--- src/rtl/multi_ultrasound_ranger.sv ---
// multi_ultrasound_ranger: round-robin multi-sensor echo timer with mm conversion, moving average and hysteretic alarms
module multi_ultrasound_ranger #(
  parameter int CH_NUM      = 4,
  parameter int CNT_1US_MAX = 50,
  parameter int TRIG_US     = 10,
  parameter int SLOT_US     = 100_000,
  parameter int TIMEOUT_US  = 38_000,
  parameter int AVG_LOG2    = 2,
  parameter int ALARM_MM    = 200,
  parameter int HYST_MM     = 20,
  localparam int CH_W = CH_NUM > 1 ? $clog2(CH_NUM) : 1
) (
  input  logic              sys_clk,
  input  logic              sys_rst,
  input  logic [CH_NUM-1:0] echo,
  output logic [CH_NUM-1:0] trig,
  output logic              dist_valid,
  output logic [CH_W-1:0]   dist_ch,
  output logic [12:0]       dist_mm,
  output logic              dist_timeout,
  output logic [CH_NUM-1:0] alarm
);
  localparam int US_W  = $clog2(SLOT_US + 1);
  localparam int CYC_W = CNT_1US_MAX > 1 ? $clog2(CNT_1US_MAX) : 1;
  localparam int DEPTH = 1 << AVG_LOG2;
  localparam int SUM_W = 13 + AVG_LOG2;
  localparam int PTR_W = AVG_LOG2 > 0 ? AVG_LOG2 : 1;
  localparam int P_W   = US_W + 4 > 19 ? US_W + 4 : 19;
  typedef enum logic [2:0] {S_TRIG, S_WAIT, S_MEAS, S_CALC, S_GAP} state_t;
  state_t state, state_n;
  logic [CH_NUM-1:0] s1, echo_s, loaded;
  logic [CH_W-1:0] ch;
  logic [CYC_W-1:0] cyc;
  logic [US_W-1:0] us, echo_us;
  logic [SUM_W-1:0] sum [CH_NUM];
  logic [SUM_W-1:0] sum_n;
  logic [PTR_W-1:0] wp [CH_NUM];
  logic [12:0] buff [CH_NUM][DEPTH];
  logic [12:0] raw_mm, conv, avg;
  logic [P_W-1:0] prod, mm_full;
  logic run, calc_cnt, raw_to, tick, e, to_hit, slot_end, upd, al_n;
  assign tick     = cyc == CYC_W'(CNT_1US_MAX - 1);
  assign e        = echo_s[ch];
  assign to_hit   = tick && us >= US_W'(TIMEOUT_US - 1);
  assign slot_end = tick && us == US_W'(SLOT_US - 1);
  assign upd      = !sys_rst && run && state == S_CALC && !calc_cnt;
  assign trig     = run && state == S_TRIG ? CH_NUM'(1) << ch : '0;
  always_comb begin
    state_n = state;
    case (state)
      S_TRIG: state_n = tick && us == US_W'(TRIG_US - 1) ? S_WAIT : S_TRIG;
      S_WAIT: state_n = to_hit ? S_CALC : e ? S_MEAS : S_WAIT;
      S_MEAS: state_n = !e || to_hit ? S_CALC : S_MEAS;
      S_CALC: state_n = calc_cnt ? S_GAP : S_CALC;
      S_GAP:  state_n = slot_end ? S_TRIG : S_GAP;
      default: state_n = S_TRIG;
    endcase
  end
  always_comb begin
    prod    = P_W'(echo_us) * P_W'(11);
    mm_full = prod >> 6;
    conv    = mm_full > P_W'(8191) ? 13'd8191 : mm_full[12:0];
    sum_n   = loaded[ch] ? sum[ch] - SUM_W'(buff[ch][wp[ch]]) + SUM_W'(raw_mm)
                         : SUM_W'(raw_mm) << AVG_LOG2;
    avg     = sum_n[SUM_W-1:AVG_LOG2];
    al_n    = avg < 13'(ALARM_MM) ? 1'b1 : avg >= 13'(ALARM_MM + HYST_MM) ? 1'b0 : alarm[ch];
  end
  always_ff @(posedge sys_clk) begin
    if (sys_rst) begin
      s1 <= '0;
      echo_s <= '0;
      run <= 1'b0;
      state <= S_TRIG;
      ch <= '0;
      cyc <= '0;
      us <= '0;
      echo_us <= '0;
      calc_cnt <= 1'b0;
      raw_mm <= '0;
      raw_to <= 1'b0;
      loaded <= '0;
      dist_valid <= 1'b0;
      dist_ch <= '0;
      dist_mm <= '0;
      dist_timeout <= 1'b0;
      alarm <= '0;
      for (int i = 0; i < CH_NUM; i++) begin
        sum[i] <= '0;
        wp[i] <= '0;
      end
    end else begin
      s1 <= echo;
      echo_s <= s1;
      run <= 1'b1;
      dist_valid <= 1'b0;
      if (run) begin
        state <= state_n;
        cyc <= tick ? '0 : cyc + CYC_W'(1);
        us <= slot_end ? '0 : us + US_W'(tick);
        calc_cnt <= state == S_CALC && !calc_cnt;
        if (state == S_GAP && slot_end) ch <= ch == CH_W'(CH_NUM - 1) ? '0 : ch + CH_W'(1);
        if (state == S_WAIT) echo_us <= '0;
        else if (state == S_MEAS && tick) echo_us <= echo_us + US_W'(1);
        // an echo still high on the way out of MEASURE means the timeout fired, not a fall
        if (state_n == S_CALC && state != S_CALC) begin
          raw_to <= state == S_WAIT || e;
          raw_mm <= state == S_WAIT || e ? 13'd8191 : conv;
        end
        if (upd) begin
          sum[ch] <= sum_n;
          loaded[ch] <= 1'b1;
          wp[ch] <= !loaded[ch] || wp[ch] == PTR_W'(DEPTH - 1) ? '0 : wp[ch] + PTR_W'(1);
          alarm[ch] <= al_n;
          dist_valid <= 1'b1;
          dist_ch <= ch;
          dist_mm <= avg;
          dist_timeout <= raw_to;
        end
      end
    end
  end
  // first sample on a channel fills the whole ring, later ones overwrite the oldest entry
  always_ff @(posedge sys_clk)
    if (upd)
      for (int i = 0; i < DEPTH; i++)
        if (!loaded[ch] || PTR_W'(i) == wp[ch]) buff[ch][i] <= raw_mm;
endmodule

--- config.mk ---
export PLATFORM = sky130hd
export DESIGN_NAME = multi_ultrasound_ranger
export DESIGN_NICKNAME = d
export VERILOG_FILES = /design/src/rtl/multi_ultrasound_ranger.sv
export SDC_FILE = /design/constraint.sdc
export NUM_CORES = 1
export LEC_CHECK = 0
export CORE_MARGIN = 2
export CORE_UTILIZATION = 40
export CTS_CLUSTER_SIZE = 14
export DETAILED_ROUTE_END_ITERATION = 10
export SLEW_MARGIN = 10
export SYNTH_ARGS = -nofsm -noshare
export SYNTH_HDL_FRONTEND = slang
export SYNTH_SLANG_ARGS = --single-unit
--- constraint.sdc ---
create_clock -name sys_clk -period 6.2 [get_ports sys_clk]
set_input_delay 1.24 -clock sys_clk [delete_from_list [all_inputs] [get_ports sys_clk]]
set_output_delay 1.24 -clock sys_clk [all_outputs]
set_load 0.005 [all_outputs]
==> results of run 1 <==
[cell usage after synthesis (5+ instances only)]
cell | count | area share
sky130_fd_sc_hd__edfxtp_1 | 276 | 0.47
sky130_fd_sc_hd__nor2_1 | 157 | 0.033
sky130_fd_sc_hd__inv_1 | 123 | 0.026
sky130_fd_sc_hd__dfxtp_1 | 96 | 0.11
sky130_fd_sc_hd__mux4_2 | 86 | 0.11
sky130_fd_sc_hd__nand2_1 | 69 | 0.015
sky130_fd_sc_hd__ha_1 | 64 | 0.045
sky130_fd_sc_hd__a21oi_1 | 39 | 0.011
sky130_fd_sc_hd__xnor2_1 | 32 | 0.016
sky130_fd_sc_hd__clkbuf_1 | 30 | 0.0064
sky130_fd_sc_hd__fa_1 | 26 | 0.029
sky130_fd_sc_hd__nand3_1 | 26 | 0.0074
sky130_fd_sc_hd__o21ai_0 | 24 | 0.0068
sky130_fd_sc_hd__a21o_1 | 21 | 0.0089
sky130_fd_sc_hd__buf_2 | 20 | 0.0057
sky130_fd_sc_hd__nand4_1 | 20 | 0.0071
sky130_fd_sc_hd__nor2b_1 | 16 | 0.0057
sky130_fd_sc_hd__nor3_1 | 16 | 0.0045
sky130_fd_sc_hd__xor2_1 | 14 | 0.0069
sky130_fd_sc_hd__o221a_1 | 13 | 0.0083
sky130_fd_sc_hd__and3_1 | 12 | 0.0043
sky130_fd_sc_hd__or3_1 | 10 | 0.0035
sky130_fd_sc_hd__o21ai_1 | 8 | 0.0023
sky130_fd_sc_hd__o211ai_1 | 7 | 0.0030
sky130_fd_sc_hd__a31oi_1 | 6 | 0.0021
sky130_fd_sc_hd__mux2i_1 | 6 | 0.0034
sky130_fd_sc_hd__a211oi_1 | 5 | 0.0021
sky130_fd_sc_hd__nor4_1 | 5 | 0.0018
[cells by family after synthesis]
kind of cell               synth area share
DFF                                   0.578
and+or+nand+nor                      0.0968
buffers and inverters                0.0426
AOI/OAI and AO/OA                    0.0705
muxes                                 0.114
adders and majority gates            0.0748
xor gates and xnor gates             0.0228
[power by group through the flow]
stage | clock network (uW) | logic, uW | registers, uW
after floorplan | 0 | 101 | 2720
after global placement | 0 | 136 | 2720
after detailed placement | 0 | 137 | 2720
after CTS | 2270 | 139 | 2670
after global routing | 2370 | 152 | 2670
final | 2230 | 138 | 2670
[layout by cell type, fill, tap and decap left out, types with 10 or more instances in the layout]
cell type and instances:
sky130_fd_sc_hd__a21o_1 21, sky130_fd_sc_hd__a21oi_1 39, sky130_fd_sc_hd__and3_1 12, sky130_fd_sc_hd__buf_4 31, sky130_fd_sc_hd__clkbuf_1 14, sky130_fd_sc_hd__clkbuf_16 40, sky130_fd_sc_hd__clkdlybuf4s50_1 30, sky130_fd_sc_hd__dfxtp_1 95
sky130_fd_sc_hd__edfxtp_1 276, sky130_fd_sc_hd__fa_1 26, sky130_fd_sc_hd__ha_1 64, sky130_fd_sc_hd__inv_1 123, sky130_fd_sc_hd__mux4_2 86, sky130_fd_sc_hd__nand2_1 69, sky130_fd_sc_hd__nand3_1 26, sky130_fd_sc_hd__nand4_1 20
sky130_fd_sc_hd__nor2_1 157, sky130_fd_sc_hd__nor2b_1 16, sky130_fd_sc_hd__nor3_1 16, sky130_fd_sc_hd__o21ai_0 24, sky130_fd_sc_hd__o221a_1 13, sky130_fd_sc_hd__or3_1 10, sky130_fd_sc_hd__xnor2_1 32, sky130_fd_sc_hd__xor2_1 14
[worst max-delay path, cell delays in order (launching register included)]
cell and delay (ns):
sky130_fd_sc_hd__dfxtp_4 0.36, sky130_fd_sc_hd__mux4_2 0.40, sky130_fd_sc_hd__clkinv_1 0.77, sky130_fd_sc_hd__mux4_2 0.84, sky130_fd_sc_hd__fa_1 0.52, sky130_fd_sc_hd__inv_1 0.07, sky130_fd_sc_hd__ha_1 0.34, sky130_fd_sc_hd__a211oi_2 0.33
sky130_fd_sc_hd__o21bai_1 0.19, sky130_fd_sc_hd__o21ai_1 0.33, sky130_fd_sc_hd__a2111oi_0 0.19, sky130_fd_sc_hd__nor3_2 0.37, sky130_fd_sc_hd__nand4_1 0.34, sky130_fd_sc_hd__o41ai_1 0.38
[final timing paths]
check	slack (ns)	end
min	0.44	echo_s[0]
max reg2reg	0.65	alarm[0]
max	0.65	alarm[0]
min reg2reg	0.44	echo_s[0]
[final cells by class]
class	count	area (sq um)	area share
clock inverter	16	139	0.00698
sequential	372	10200	0.514
timing repair buffer	62	553	0.0278
inverter	128	480	0.0242
multi-input combinational	759	6700	0.337
clock buffer	55	1070	0.0537
tap	585	732	0.0368
[registers in the layout, indices dropped and copies added (netlist names), 6 cells and up, named ones only]
signal,flops
sum,60
us,17
cyc,6
wp,8
raw_mm,13
dist_mm,13
echo_us,17
buff,208
[routing by layer]
metal | global-route usage | wire (microns)
met4 | 0.0449 | 835
met1 | 0.248 | 18100
met5 | 0 | 0
met3 | 0.0226 | 2050
met2 | 0.282 | 18500
[per-stage QoR]
stage          worst slack (ns)  power, uW  std cells
2_1_floorplan              1.58       2820       1315
3_3_place_gp              0.859       2860       1906
5_1_grt                   0.282       5200       1977
6_report                  0.647       5030       1977
3_5_place_dp              0.693       2860       1906
4_1_cts                   0.656       5080       1977
==> flow_results.org, run 1 <==
** Outcome
- Result of the run :: complete, no violations

** Power
- Of the total power, registers draw 0.530.
- The share of total power dissipated in the clock network is 0.442.
- Across the VDD grid, the largest voltage drop is 0.173 mV.
- The internal portion of the total power is 3980 uW.
- Summed over all cells, the static leakage comes to 0.00757 uW.
- Of the total power, combinational logic draws 0.027.
- For this design the ratio of total power to cell area is about 250 mW/mm^2.
- Power dissipated by switching net loads :: 1060 uW
- Switching Share :: 0.210

** STA
- Final Hold Fails :: 0
- Final hold analysis gives a worst-case slack of 0.441 ns.
- Period minus WS final :: roughly 5.6 ns
- For this run, the top clock speed supported by timing is 180 MHz.
- Setup repair after global routing left no endpoint under its margin.
- Worst-margin pin slew :: 0.976 ns
- Largest clock skew in the final design :: between 0.015 and 0.02 ns
- Total negative setup slack :: 0 ns
- Setup violations remaining at the end of the flow were counted as 0.
- In the finished design, the share of the clock period the worst path needs comes to 0.896.
- The max-slew violation count was 0.
- Remaining max-slew budget at the tightest pin :: 0.348

** Global route
- Across every metal layer, demand over resource in global routing totals 0.174.
- Entering global routing, the biggest net connects 45 pins.
- First-pass GRT wire length :: approximately 62 mm
- Residual overflow from global routing :: 0
- The initial antenna violation count was 0.
- Via count of the first global-routing pass :: 10,800

** Routing
- Drt drc :: 0
- Antenna Violating Nets Remaining :: 0
- Iteration count of the initial detailed-routing pass :: 5
- For this block, the via count after detailed routing is between 10,000 and 15,000.
- The final layout contains routed wiring with a total length of 39.5 mm.
- Starting DRC count in detailed routing :: 692
- Routed length per placed instance :: 20.0 microns
- Per-cell via count in the routed design :: 5.39

** Floorplanning
- Area of the die :: 0.0459 sq mm
- The die is between 200 and 250 microns wide.
- Pin placement for this block handled 31 I/O pins.
- Vertical die dimension :: 214 microns
- The core region is 0.0434 sq mm.
- The floorplan has 76 rows.
- The initial utilization of the core area, before any placement, comes to 0.407.

** Yosys
- For this run, asynchronously set or reset flops after synthesis account for 0.
- Synth cell types :: 79
- Each instance of the synthesized netlist takes up on average 13.4 sq um.
- The mapped netlist covers 0.0177 sq mm.
- Counting flops and latches in the post-synthesis netlist gives 372.
- Main flop type after synthesis :: sky130_fd_sc_hd__edfxtp_1
- Synthesis handed over a netlist of about 1,300 instances.
- Sequential fraction of the synthesis area :: 0.578
- Counting flops with a built-in enable in the synthesized netlist gives 276.
- Total number of yosys warnings :: 0
- The number of nets handed over by synthesis was 1,411.

** Layout
- Final Core Density :: 0.459
- The repair_antennas step left the layout with diodes totalling 0.
- Number of nets in the finished design :: 1,458
- Number of fill cells :: 3,942
- After routing the design area is 0.0199 sq mm.
- Relative to the synthesized area, the layout overhead comes to 12.6%.
- Fraction of layout cells with a size suffix above 1 :: 0.143

** Placement
- Placed standard-cell area :: ~0.019 sq mm
- Final HPWL from detailed placement :: 25.7 mm
- Port-buffer cells :: 30
- At the end of routability-driven placement, the weighted congestion stood at 0.842.

** Setup path
- Data arrival time of the worst path :: 5.99 ns
- The worst setup path is captured at a register.
- Required time at the endpoint of the critical path :: 6.63 ns
- Peak fanout along the critical path :: 15
- The number of cells on the worst reg-to-reg path is 13.
- The worst setup path is launched from a register.
- The worst setup path is of the reg2reg kind.

** Worst hold path
- The worst hold path belongs to the class reg2reg.
- Number of stages on the worst hold path :: 1
- Hold path start :: s1[0]

** CTS
- CTS saw ~370 sinks.
- Hold repair after CTS inserted 0 buffers.
- The number of clock buffers added by TritonCTS is 39.
- In this run the number of H-tree levels came out at 2.
- CTS placed an instance of sky130_fd_sc_hd__clkbuf_16 at the clock tree root.
- Clock latency on the worst-skew pair, taken at its later pin, is 0.56 ns.
- No sink is reached through more buffers than the 3 on the longest clock path.
- After clock tree synthesis, the clock-pin slew on the worst setup and hold paths is 0.06 ns.
- TritonCTS built the clock tree.
- Post-CTS setup repair buffer count :: 0
- The number of gates resized after CTS was 0.

** Job
- Max-cap violations in this run came to 0.
Power figures use the tool's default switching activity.
==> run 2, diff against run 1 <==
--- a/config.mk
+++ b/config.mk
@@ -9,6 +9,7 @@
 export CORE_UTILIZATION = 40
 export CTS_CLUSTER_SIZE = 14
 export DETAILED_ROUTE_END_ITERATION = 10
+export PLACE_DENSITY = 0.6
 export SLEW_MARGIN = 10
 export SYNTH_ARGS = -nofsm -noshare
 export SYNTH_HDL_FRONTEND = slang
==> results of run 2 <==
The final DEF is identical to that of run 1; final timing and power are the same.
==> run 3, diff against run 2 <==
--- a/config.mk
+++ b/config.mk
@@ -5,6 +5,7 @@
 export SDC_FILE = /design/constraint.sdc
 export NUM_CORES = 1
 export LEC_CHECK = 0
+export ABC_AREA = 1
 export CORE_MARGIN = 2
 export CORE_UTILIZATION = 40
 export CTS_CLUSTER_SIZE = 14
==> constraint.sdc (replaced) <==
create_clock -name sys_clk -period 6.5 [get_ports sys_clk]
set_input_delay 1.3 -clock sys_clk [delete_from_list [all_inputs] [get_ports sys_clk]]
set_output_delay 1.3 -clock sys_clk [all_outputs]
set_load 0.005 [all_outputs]
==> flow_results.org, run 3 <==
** Routing
- Drt drc :: 0 (unchanged)
- Wire length the detailed router placed on met1 :: 21.3 mm (+18%)
- The final routed wirelength across all metal layers came to 47.9 mm (+21%).
- Per-cell via count in the routed design :: 5.25 (-2.6%)
- Uppermost routed layer :: met4
- The post-route antenna net violation count is 0 (unchanged).
- The total vias in the final route was 13,900 (+31%).
- Iteration count of the initial detailed-routing pass :: 5 (unchanged)
- Starting DRC count in detailed routing :: 929 (+34%)
- The average detailed-routed wire length per instance is 18.1 microns (-9.5%).
- Detailed-routed wire length on met2 :: 22.4 mm (+21%)
- Length of routed met3 wiring :: 2.98 mm (+45%)

** Setup path
- Setup slack of the most critical reg-to-reg path :: 1.45 ns (+0.80 ns)
- Required time at the endpoint of the critical path :: 7.01 ns (+0.38 ns)
- Endpoint of the lowest-slack register-to-register path :: alarm[0]
- Number of buffer and inverter instances along the worst setup path :: 4 (+2)
- Cell-by-cell trace of the critical path :: inv_2, buf_4, buf_4, o21ai_0, o22ai_1, o21ai_0, o22ai_1, fa_1, inv_1, ha_1, a21oi_1, nand2_1, a21oi_1, nand3_1, nand3_1, nand2_1, nor3_4, nand3_1, nand2_1
- Critical path's slowest cell :: sky130_fd_sc_hd__o22ai_1
- Capturing element type of the critical path :: register
- Depth of the most critical reg-to-reg path :: 19 (+6)
- The worst setup path is launched from a register.
- Peak fanout along the critical path :: 39 (+24)
- Highest cell delay on the worst timing path :: 0.56 ns (-0.28 ns)
- Worst Setup Path Type :: reg2reg
- Among cell families on the critical path, the largest total delay comes from compound AO/OA/AOI/OAI gates.
- Data arrival time of the worst path :: 5.56 ns (-0.43 ns)
- WP depth :: 19 (+6)
- End of the critical path :: alarm[0]

** Yosys
- Synth cell types :: 48 (-39%)
- The number of flops mapped to enable cells by yosys came to 276 (unchanged).
- Synthesized netlist net count :: 2,099 (+49%)
- Post-synth design cell area :: 0.0185 sq mm (+4.9%)
- The proportion of synthesized chip area in sequential cells is 0.551 (-0.0271).
- Share of flip-flops with an asynchronous set or reset after synthesis :: 0 (unchanged)
- The number of synthesis warnings came to 0 (unchanged).
- The most common cell in the synthesized netlist is sky130_fd_sc_hd__nor2_1.
- Most frequent cells after synthesis :: sky130_fd_sc_hd__nor2_1 (358), sky130_fd_sc_hd__nand2_1 (347), sky130_fd_sc_hd__edfxtp_1 (276)
- By area the synthesized netlist is led by sky130_fd_sc_hd__edfxtp_1 (45%), sky130_fd_sc_hd__dfxtp_1 (10%), sky130_fd_sc_hd__nor2_1 (7.3%).
- Syn Area/Cell :: 9.25 sq um (-31%)
- Yosys top cell area share :: 0.447 (-0.0220)
- For this run, the leading register cell type out of synthesis is sky130_fd_sc_hd__edfxtp_1.
- Dominant cell type by area after synthesis :: sky130_fd_sc_hd__edfxtp_1
- Number of flip-flops and latches in the synthesized netlist :: 372 (unchanged)
- Number of instances in the synthesized netlist :: 2,003 (+52%)

** CTS
- Worst-path clk slew :: 0.05 ns (about the same)
- Maximum clock insertion buffer count :: 3 (unchanged)
- The clock network latency to the later pin of the worst-skew pair is 0.57 ns (about the same).
- The cell sitting at the root of the clock tree is a sky130_fd_sc_hd__clkbuf_16.
- Count of H-tree levels built during CTS :: 2 (unchanged)
- Number of clock sinks :: 372 (unchanged)
- Resized cells post-CTS :: 0 (unchanged)
- Hold bufs inserted after CTS :: 0 (unchanged)
- The number of buffers inserted during clock tree synthesis was 42 (+7.7%).
- Post-CTS setup repair buffer count :: 0 (unchanged)
- TritonCTS clock tree :: done

** STA
- Final Hold Fails :: 0 (unchanged)
- Period minus WS final :: 5.05 ns (-0.499 ns)
- Share of the clock period used by the worst path :: 0.778 (-0.118)
- The maximum clock skew at final layout was 0.0176 ns (-0.00230 ns).
- Count of final setup violators :: 0 (unchanged)
- The total negative slack is 0 ns (unchanged).
- Remaining max-slew budget at the tightest pin :: 0.275 (-0.0726)
- Final slew viol count :: 0 (unchanged)
- The top achievable clock speed is 198 MHz (+9.9%).
- The measured slew at the worst slew-check pin came to 1.09 ns (+0.110 ns).
- Setup repair after global routing missed its margin :: false
- Slack of the critical path :: 1.45 ns (+0.799 ns)

** Layout
- Flip-flop count of the largest register, all copies and words added :: 208 (unchanged)
- Fraction of layout cells with a size suffix above 1 :: 0.0585 (-0.0845)
- Growth of design area from synthesis to finish :: 11.5%
- More flip-flops sit in one register than any other, and that register is buff.
- The area of all placed cells without fillers was 0.0207 sq mm (+3.9%).
- N_diodes :: 0 (unchanged)
- The number of nets in the layout is 2,118 (+45%).
- The utilization after layout came to 0.453 (-0.00538).
- In the layout the commonest cells are sky130_fd_sc_hd__nor2_1 (350), sky130_fd_sc_hd__nand2_1 (347), sky130_fd_sc_hd__edfxtp_1 (276).
- Biggest registers after layout :: buff (208), sum (60)
- Number of standard cells in the layout, taps in and fillers out :: 2,651 (+34%)
- Leaving out fill and tap cells, the most frequent cell in the layout is sky130_fd_sc_hd__nor2_1.

** Floorplanning
- The area of the placeable core was 0.0456 sq mm (+5.1%).
- Top Ports :: 31 (unchanged)
- Area of the die :: 0.0481 sq mm (+4.8%)
- The initial standard-cell utilization of the core was 0.407 (-0.000767).
- Die outline width :: 219 microns (+2.4%)
- Vertical die dimension :: 219 microns (+2.4%)
- Floorplan row count :: 78 (+2.6%)

** Placement
- Port-buffer cells :: 30 (unchanged)
- Setup Slack @ Placement :: 1.51 ns (+0.818 ns)
- The final weighted congestion of routability-driven global placement is 0.900 (+6.8%).
- The instance area after placement came to 0.0194 sq mm (+4.0%).
- Final HPWL from detailed placement :: 31.3 mm (+22%)
- Cell count after placement :: 2,578 (+35%)

** Global route
- The global-route wire length before repair came to 75.7 mm (+22%).
- Initial antenna violation count :: 0 (unchanged)
- The via count of the first global-routing pass was 13,600 (+26%).
- Total routing resource utilization after global routing :: 0.204 (+0.0299)
- The pin count of the biggest net entering global routing was 109 (+140%).
- The total overflow reported by the global router was 0 (unchanged).

** Worst hold path
- Worst Hold Class :: reg2reg

** Outcome
- Result of the run :: complete, no violations

** Power
- The total leakage power was 0.00794 uW (+4.9%).
- The peak ir drop on the vdd network was 0.205 mV (+19%).
- The power per unit of standard cell area came to 237 mW/mm^2 (-6.2%).

** Job
- Max Cap Violations :: 0 (unchanged)
run 3: changes by cell type in the layout (fill, tap and decap cells not counted), moves of 69 or more:
cell / previous run / this run
sky130_fd_sc_hd__o21ai_0: 24 / 176
sky130_fd_sc_hd__inv_1: 123 / 218
sky130_fd_sc_hd__mux4_2: 86 / 0
sky130_fd_sc_hd__o22ai_1: 1 / 70
sky130_fd_sc_hd__nor2_1: 157 / 350
sky130_fd_sc_hd__nand2_1: 69 / 347
run 3: cell families (layout without fill, tap and decap cells):
group                      count (synthesis)  count (layout)  share of synthesized area
and+or+nand+nor                          863             863                      0.193
AOI/OAI and AO/OA                        338             338                      0.103
adders and majority gates                 90              90                     0.0713
buffers and inverters                    306             354                     0.0656
DFF                                      372             372                      0.551
xor gates and xnor gates                  34              34                     0.0161
run 3: worst min path at each step:
stage,from,end,slack (ns),depth (start not counted)
global route,s1[2],echo_s[2],0.41,2
finish,s1[2],echo_s[2],0.39,2
floorplan,s1[0],echo_s[0],0.39,2
detailed placement,s1[2],echo_s[2],0.39,2
global placement,s1[2],echo_s[2],0.39,2
CTS,s1[2],echo_s[2],0.39,2
run 3: stage by stage:
| stage | total power, uW | hold WS, ns |
|---|---|---|
| floorplan | 2730 | 0.388 |
| global placement | 2790 | 0.393 |
| detailed placement | 2790 | 0.394 |
| CTS | 4940 | 0.392 |
| global route | 5060 | 0.413 |
| finish | 4900 | 0.394 |
run 3: power by group:
group	internal [uW]	switching, uW	leakage [uW]
registers	2550	15.5	0.00313
clock network	1220	942	0.000587
logic	53.0	120	0.00423
total	3830	1080	0.00794
run 3: cell type report:
cell class	count	area [sq um]
Timing Repair Buffer	53	485
Clock inverter	13	83.8
Fill cell	4453	24900
Tap cell	600	751
Sequential cell	372	10200
Multi-Input combinational cell	1325	7130
Inverter	228	858
Clock buffer	60	1140
run 3: worst reg2reg max path: stages, from the launching register on:
cell	delay (ns)
sky130_fd_sc_hd__dfxtp_2	0.32
sky130_fd_sc_hd__inv_2	0.39
sky130_fd_sc_hd__buf_4	0.52
sky130_fd_sc_hd__buf_4	0.34
sky130_fd_sc_hd__o21ai_0	0.12
sky130_fd_sc_hd__o22ai_1	0.22
sky130_fd_sc_hd__o21ai_0	0.12
sky130_fd_sc_hd__o22ai_1	0.56
sky130_fd_sc_hd__fa_1	0.53
sky130_fd_sc_hd__inv_1	0.07
sky130_fd_sc_hd__ha_1	0.28
sky130_fd_sc_hd__a21oi_1	0.26
sky130_fd_sc_hd__nand2_1	0.14
sky130_fd_sc_hd__a21oi_1	0.21
sky130_fd_sc_hd__nand3_1	0.10
sky130_fd_sc_hd__nand3_1	0.10
sky130_fd_sc_hd__nand2_1	0.19
sky130_fd_sc_hd__nor3_4	0.35
sky130_fd_sc_hd__nand3_1	0.12
sky130_fd_sc_hd__nand2_1	0.07
run 3: layer usage:
metal  GRT usage  vias to the layer above
li1            -                     6771
met1       0.275                     6690
met2       0.333                      379
met3      0.0371                       80
met4      0.0640                        0
met5           0                        -
